--- config.mk ---
export PLATFORM = sky130hd
export DESIGN_NAME = rgb_fader
export DESIGN_NICKNAME = d
export VERILOG_FILES = /design/src/rtl/rgb_fader.sv
export SDC_FILE = /design/constraint.sdc
export NUM_CORES = 1
export LEC_CHECK = 0
export CAP_MARGIN = 30
export CORE_MARGIN = 10
export CORE_UTILIZATION = 60
export CTS_BUF_LIST = sky130_fd_sc_hd__clkbuf_8
export DETAILED_ROUTE_END_ITERATION = 7
export PLACE_DENSITY = 0.92
export SETUP_SLACK_MARGIN = 0.5
export SYNTH_ARGS = -nofsm -noshare
export SYNTH_HDL_FRONTEND = slang
export SYNTH_SLANG_ARGS = --single-unit
--- constraint.sdc ---
create_clock -name i_clk -period 4.3 [get_ports i_clk]
set_input_delay 0.86 -clock i_clk [delete_from_list [all_inputs] [get_ports i_clk]]
set_output_delay 0.86 -clock i_clk [all_outputs]
set_load 0.05 [all_outputs]
--- src/rtl/rgb_fader.sv ---
// rgb_fader: ramps three PWM duty values toward a handshaken target colour, one STEP per prescaler tick.
// Define RGB_FADER_GAMMA_EN to add a registered gamma-correction stage on the duty outputs.
module rgb_fader #(
   parameter int unsigned TICK_DIV = 100000,
   parameter int unsigned STEP     = 1
) (
   input  logic       i_clk,
   input  logic       i_rst,
   input  logic       i_valid,
   output logic       o_ready,
   input  logic [7:0] i_red,
   input  logic [7:0] i_green,
   input  logic [7:0] i_blue,
   output logic [7:0] o_red_duty,
   output logic [7:0] o_green_duty,
   output logic [7:0] o_blue_duty,
   output logic       o_busy,
   output logic       o_done
);

   typedef enum logic {
      IDLE,
      FADE
   } state_t;

   localparam logic [23:0] TICK_LAST = 24'(TICK_DIV - 1);
   localparam logic [8:0]  STEP_9    = 9'(STEP);

   state_t      state;
   state_t      state_next;
   logic [23:0] tick_cnt;
   logic [7:0]  cur_r, cur_g, cur_b;
   logic [7:0]  tgt_r, tgt_g, tgt_b;
   logic        accept;
   logic        done_set;
   logic        done_q;
   logic        tick;
   logic        all_eq;

   // 9-bit step with clamp so a channel can neither wrap nor overshoot its target
   function automatic logic [7:0] step_toward(input logic [7:0] cur, input logic [7:0] tgt);
      logic [8:0] up;
      logic [8:0] dn;
      up = {1'b0, cur} + STEP_9;
      dn = {1'b0, cur} - STEP_9;
      if (cur < tgt)
         return (up > {1'b0, tgt}) ? tgt : up[7:0];
      else if (cur > tgt)
         return (dn[8] || (dn < {1'b0, tgt})) ? tgt : dn[7:0];
      else
         return cur;
   endfunction

   assign tick   = (tick_cnt == TICK_LAST);
   assign all_eq = (cur_r == tgt_r) && (cur_g == tgt_g) && (cur_b == tgt_b);

   always_ff @(posedge i_clk) begin
      if (i_rst)
         state <= IDLE;
      else
         state <= state_next;
   end

   always_comb begin
      state_next = state;
      accept     = 1'b0;
      done_set   = 1'b0;
      o_ready    = 1'b0;
      o_busy     = 1'b0;
      case (state)
         IDLE: begin
            o_ready = 1'b1;
            if (i_valid) begin
               accept     = 1'b1;
               state_next = FADE;
            end
         end
         FADE: begin
            o_busy = 1'b1;
            if (all_eq) begin
               done_set   = 1'b1;
               state_next = IDLE;
            end
         end
      endcase
   end

   // The equality check runs a cycle after the last tick, which is what yields the +1 done latency
   always_ff @(posedge i_clk) begin
      if (i_rst) begin
         tick_cnt <= '0;
         cur_r    <= '0;
         cur_g    <= '0;
         cur_b    <= '0;
         tgt_r    <= '0;
         tgt_g    <= '0;
         tgt_b    <= '0;
         done_q   <= 1'b0;
      end else begin
         done_q <= done_set;
         if (accept) begin
            tgt_r    <= i_red;
            tgt_g    <= i_green;
            tgt_b    <= i_blue;
            tick_cnt <= '0;
         end else if (state == FADE) begin
            if (tick) begin
               tick_cnt <= '0;
               cur_r    <= step_toward(cur_r, tgt_r);
               cur_g    <= step_toward(cur_g, tgt_g);
               cur_b    <= step_toward(cur_b, tgt_b);
            end else begin
               tick_cnt <= tick_cnt + 24'd1;
            end
         end
      end
   end

`ifdef RGB_FADER_GAMMA_EN
   function automatic logic [7:0] gamma(input logic [7:0] v);
      logic [15:0] prod;
      prod = ({8'd0, v} + 16'd1) * {8'd0, v};
      return 8'(prod >> 8);
   endfunction

   // Done is delayed with the outputs so it lines up with the final corrected value
   always_ff @(posedge i_clk) begin
      if (i_rst) begin
         o_red_duty   <= '0;
         o_green_duty <= '0;
         o_blue_duty  <= '0;
         o_done       <= 1'b0;
      end else begin
         o_red_duty   <= gamma(cur_r);
         o_green_duty <= gamma(cur_g);
         o_blue_duty  <= gamma(cur_b);
         o_done       <= done_q;
      end
   end
`else
   assign o_red_duty   = cur_r;
   assign o_green_duty = cur_g;
   assign o_blue_duty  = cur_b;
   assign o_done       = done_q;
`endif

endmodule
==> impl_metrics.sql <==
INSERT INTO impl_metrics (metric_group, metric, value, unit) VALUES
('min_path', 'min_path_type', 'reg2reg', ''),
('synthesis', 'synthesis.area', '5720', 'um^2'),
('detailed_routing', 'totalWireLength', '15700', 'um'),
('timing', 'rsz_0062_raised_after_global_routing', 'no', ''),
('synthesis', 'synth_enable_flop_cells', '0', ''),
('setup_path', 'critical_path.startpoint_type', 'register', ''),
('detailed_routing', 'drt.antenna.violating_nets', '0', ''),
('die', 'io_pins', '54', ''),
('synthesis', 'post_synth_num_cell_types', '60', ''),
('setup_path', 'worst_setup_startpoint', 'o_green_duty[2]', ''),
('pwr', 'power.leakage', '0.00253', 'uW'),
('die', 'floorplan.core_area', '9280', 'um^2'),
('synthesis', 'synth_seq_area_share', '0.259', ''),
('detailed_routing', 'detail_route.iter0.violations', '512', ''),
('grt', 'total_grt_usage', '0.219', ''),
('finish', 'n_antenna_cell', '0', ''),
('timing', 'hold_viol_final', '0', ''),
('finish', 'finalInstanceArea', '6510', 'um^2'),
('finish', 'final_layout_size_suffix_gt1_frac', '0.0398', ''),
('cts', 'tritoncts', 'built', ''),
('cts', 'cts.path.max_buffers', '2', ''),
('timing', 'final-setup-viol-count', '0', ''),
('detailed_routing', 'wl_per_cell', '18.3', 'um'),
('placed_design', 'gp_routability_congestion', '0.996', ''),
('timing', 'max_slew.worst_pin.slew', '1060', 'ps'),
('timing', 'min_period', '3300', 'ps'),
('cts', 'clkTransAtPathRegs', '90', 'ps'),
('die', 'placement_rows', '35', ''),
('timing', 'max-slew-margin-rel', '0.290', ''),
('synthesis', 'post_synthesis_area_per_instance', '8.37', 'um^2'),
('detailed_routing', 'detailroute.via_count', '5501', ''),
('cts', 'h-tree-depth', '3', ''),
('placed_design', 'dpl.cell_count', '842', ''),
('grt', 'first_pass_grt_wire_length', '26000', 'um'),
('min_path', 'hold_path.startpoint', 'tgt_r[5]', ''),
('detailed_routing', 'post_drt_via_cell_ratio', '6.41', ''),
('setup_path', 'setup.worst_path.end_class', 'register', ''),
('flow_run', 'cap_violations', '0', ''),
('outcome', 'run_status', 'complete, no violations', ''),
('finish', 'nNetsFinal', '827', ''),
('grt', 'antenna_violations_before_repair', '0', ''),
('die', 'floorplan.initialDensity', '0.616', ''),
('finish', 'layout_commonest_cell', 'sky130_fd_sc_hd__ha_1', ''),
('finish', 'syn_to_final_growth', '13.8', '%'),
('placed_design', 'placedInstanceArea', '6300', 'um^2'),
('cts', 'clk_root_buffer_cell', 'sky130_fd_sc_hd__clkbuf_8', ''),
('pwr', 'ir_drop', '0.206', 'mV'),
('synthesis', 'synthesis.instances', '684', ''),
('timing', 'finalCritPeriodShare', '0.769', ''),
('setup_path', 'timing.setup.critical_path_class', 'reg2reg', ''),
('finish', 'instances_no_fill', '858', ''),
('grt', 'globalRoute.totalOverflow', '0', ''),
('setup_path', 'critical_path_peak_fanout', '11', ''),
('synthesis', 'ys_warn_count', '0', ''),
('timing', 'clock-skew-final', '13.1', 'ps'),
('synthesis', 'ys.flop_type', 'sky130_fd_sc_hd__dfxtp_1', ''),
('cts', 'cts_setup_buffers', '0', ''),
('synthesis', 'synth_nets', '787', ''),
('synthesis', 'synth_area_leader_cell', 'sky130_fd_sc_hd__dfxtp_1', ''),
('cts', 'cts_hold_buf', '0', ''),
('timing', 'fmaxAchievable', '0.303', 'GHz'),
('cts', 'postCtsResizedCells', '0', ''),
('timing', 'fin_worst_hold_slack', '487', 'ps'),
('synthesis', 'synth_area_leaders', 'sky130_fd_sc_hd__dfxtp_1 26%, sky130_fd_sc_hd__ha_1 17%, sky130_fd_sc_hd__xnor2_1 4.4%', ''),
('setup_path', 'slowest_delay', '530', 'ps'),
('synthesis', 'synth_top_area_share', '0.259', ''),
('cts', 'numCtsBuffers', '9', ''),
('finish', 'n_fill_cell', '717', ''),
('grt', 'grt_start_max_net_pins', '27', ''),
('die', 'die_width', '118', 'um'),
('timing', 'maxSlewViolCount', '0', '');
-- power by group --
part	internal [uW]	leakage, uW	total [uW]	switching [uW]
clock	278	0.000102	582	303
sequential	704	0.000600	728	23.9
combinational	131	0.00183	329	199
-- sequential cells by signal (all words and copies together) (netlist names) --
name          count
o_blue_duty       8
o_done            1
o_green_duty      8
o_red_duty        8
state             1
tgt_b             8
tgt_g             8
tgt_r             8
tick_cnt         24
-- metal layers --
layer  track usage  wire, um  share of wire
met2         0.372      7540           0.48
met4        0.0765       363          0.023
met1         0.270      6590           0.42
met5             0         0              0
met3        0.0379      1200          0.076
-- path summary, 6_finish.rpt --
path	endpoint	slack, ps	cells after the start
max	o_green_duty[6]	1000	10
min	tgt_r[5]	490	1
max reg2reg	o_green_duty[6]	1000	10
min reg2reg	tgt_r[5]	490	1
-- synthesized netlist by cell type (3+ instances only) --
cell                        count
sky130_fd_sc_hd__a2111oi_0      3
sky130_fd_sc_hd__a211oi_1       4
sky130_fd_sc_hd__a21o_1         3
sky130_fd_sc_hd__a21oi_1       27
sky130_fd_sc_hd__a22o_1        24
sky130_fd_sc_hd__a311oi_1       5
sky130_fd_sc_hd__a31oi_1        7
sky130_fd_sc_hd__and3_1         7
sky130_fd_sc_hd__buf_2          7
sky130_fd_sc_hd__clkbuf_1      13
sky130_fd_sc_hd__dfxtp_1       74
sky130_fd_sc_hd__ha_1          76
sky130_fd_sc_hd__inv_1         43
sky130_fd_sc_hd__mux2i_1       17
sky130_fd_sc_hd__nand2_1       57
sky130_fd_sc_hd__nand2b_1       6
sky130_fd_sc_hd__nand3_1       34
sky130_fd_sc_hd__nand4_1       11
sky130_fd_sc_hd__nor2_1        55
sky130_fd_sc_hd__nor3_1        19
sky130_fd_sc_hd__nor4_1        11
sky130_fd_sc_hd__o211ai_1      32
sky130_fd_sc_hd__o21a_1         3
sky130_fd_sc_hd__o21ai_0       26
sky130_fd_sc_hd__o221ai_1       9
sky130_fd_sc_hd__o31ai_1        3
sky130_fd_sc_hd__or3_1          6
sky130_fd_sc_hd__xnor2_1       29
sky130_fd_sc_hd__xor2_1        28
-- through the flow --
| stage | power, uW | setup slack, ps | utilization |
|---|---|---|---|
| 3_3_place_gp | 1050 | 1110 | 0.679 |
| 2_1_floorplan | 969 | 1120 | - |
| 5_1_grt | 1710 | 715 | 0.701 |
| 4_1_cts | 1630 | 1020 | 0.701 |
| 3_5_place_dp | 1060 | 1050 | 0.679 |
| 6_report | 1640 | 995 | 0.701 |
-- worst max-delay path: cells and delay by family (launching register included) --
kind	cells	cell delay, ps
XOR/XNOR	1	220
AND/OR/NAND/NOR	5	1670
adder cells (fa/ha/maj)	1	290
flip-flops	1	440
AO/OA/AOI/OAI	3	580
-- logic make-up (layout without fill, tap and decap cells) --
logic type | count (synthesis) | in the layout | synth area share
compound gates | 169 | 169 | 0.220
fa+ha+maj | 76 | 76 | 0.166
xor+xnor | 57 | 57 | 0.0872
simple gates | 223 | 223 | 0.188
mux | 17 | 17 | 0.0297
flops | 74 | 74 | 0.259
buf+inv | 68 | 113 | 0.0494
-- layout make-up --
class | count | area [um^2] | share of cell area
flip-flops and latches | 74 | 1480 | 0.227
repair buffers | 54 | 538 | 0.0826
inverters | 43 | 161 | 0.0248
clock buffers | 9 | 124 | 0.0190
well taps | 129 | 161 | 0.0248
multi-input cells | 542 | 3960 | 0.608
clock inverters | 7 | 83.8 | 0.0129
(Power assumes the default switching activity.)
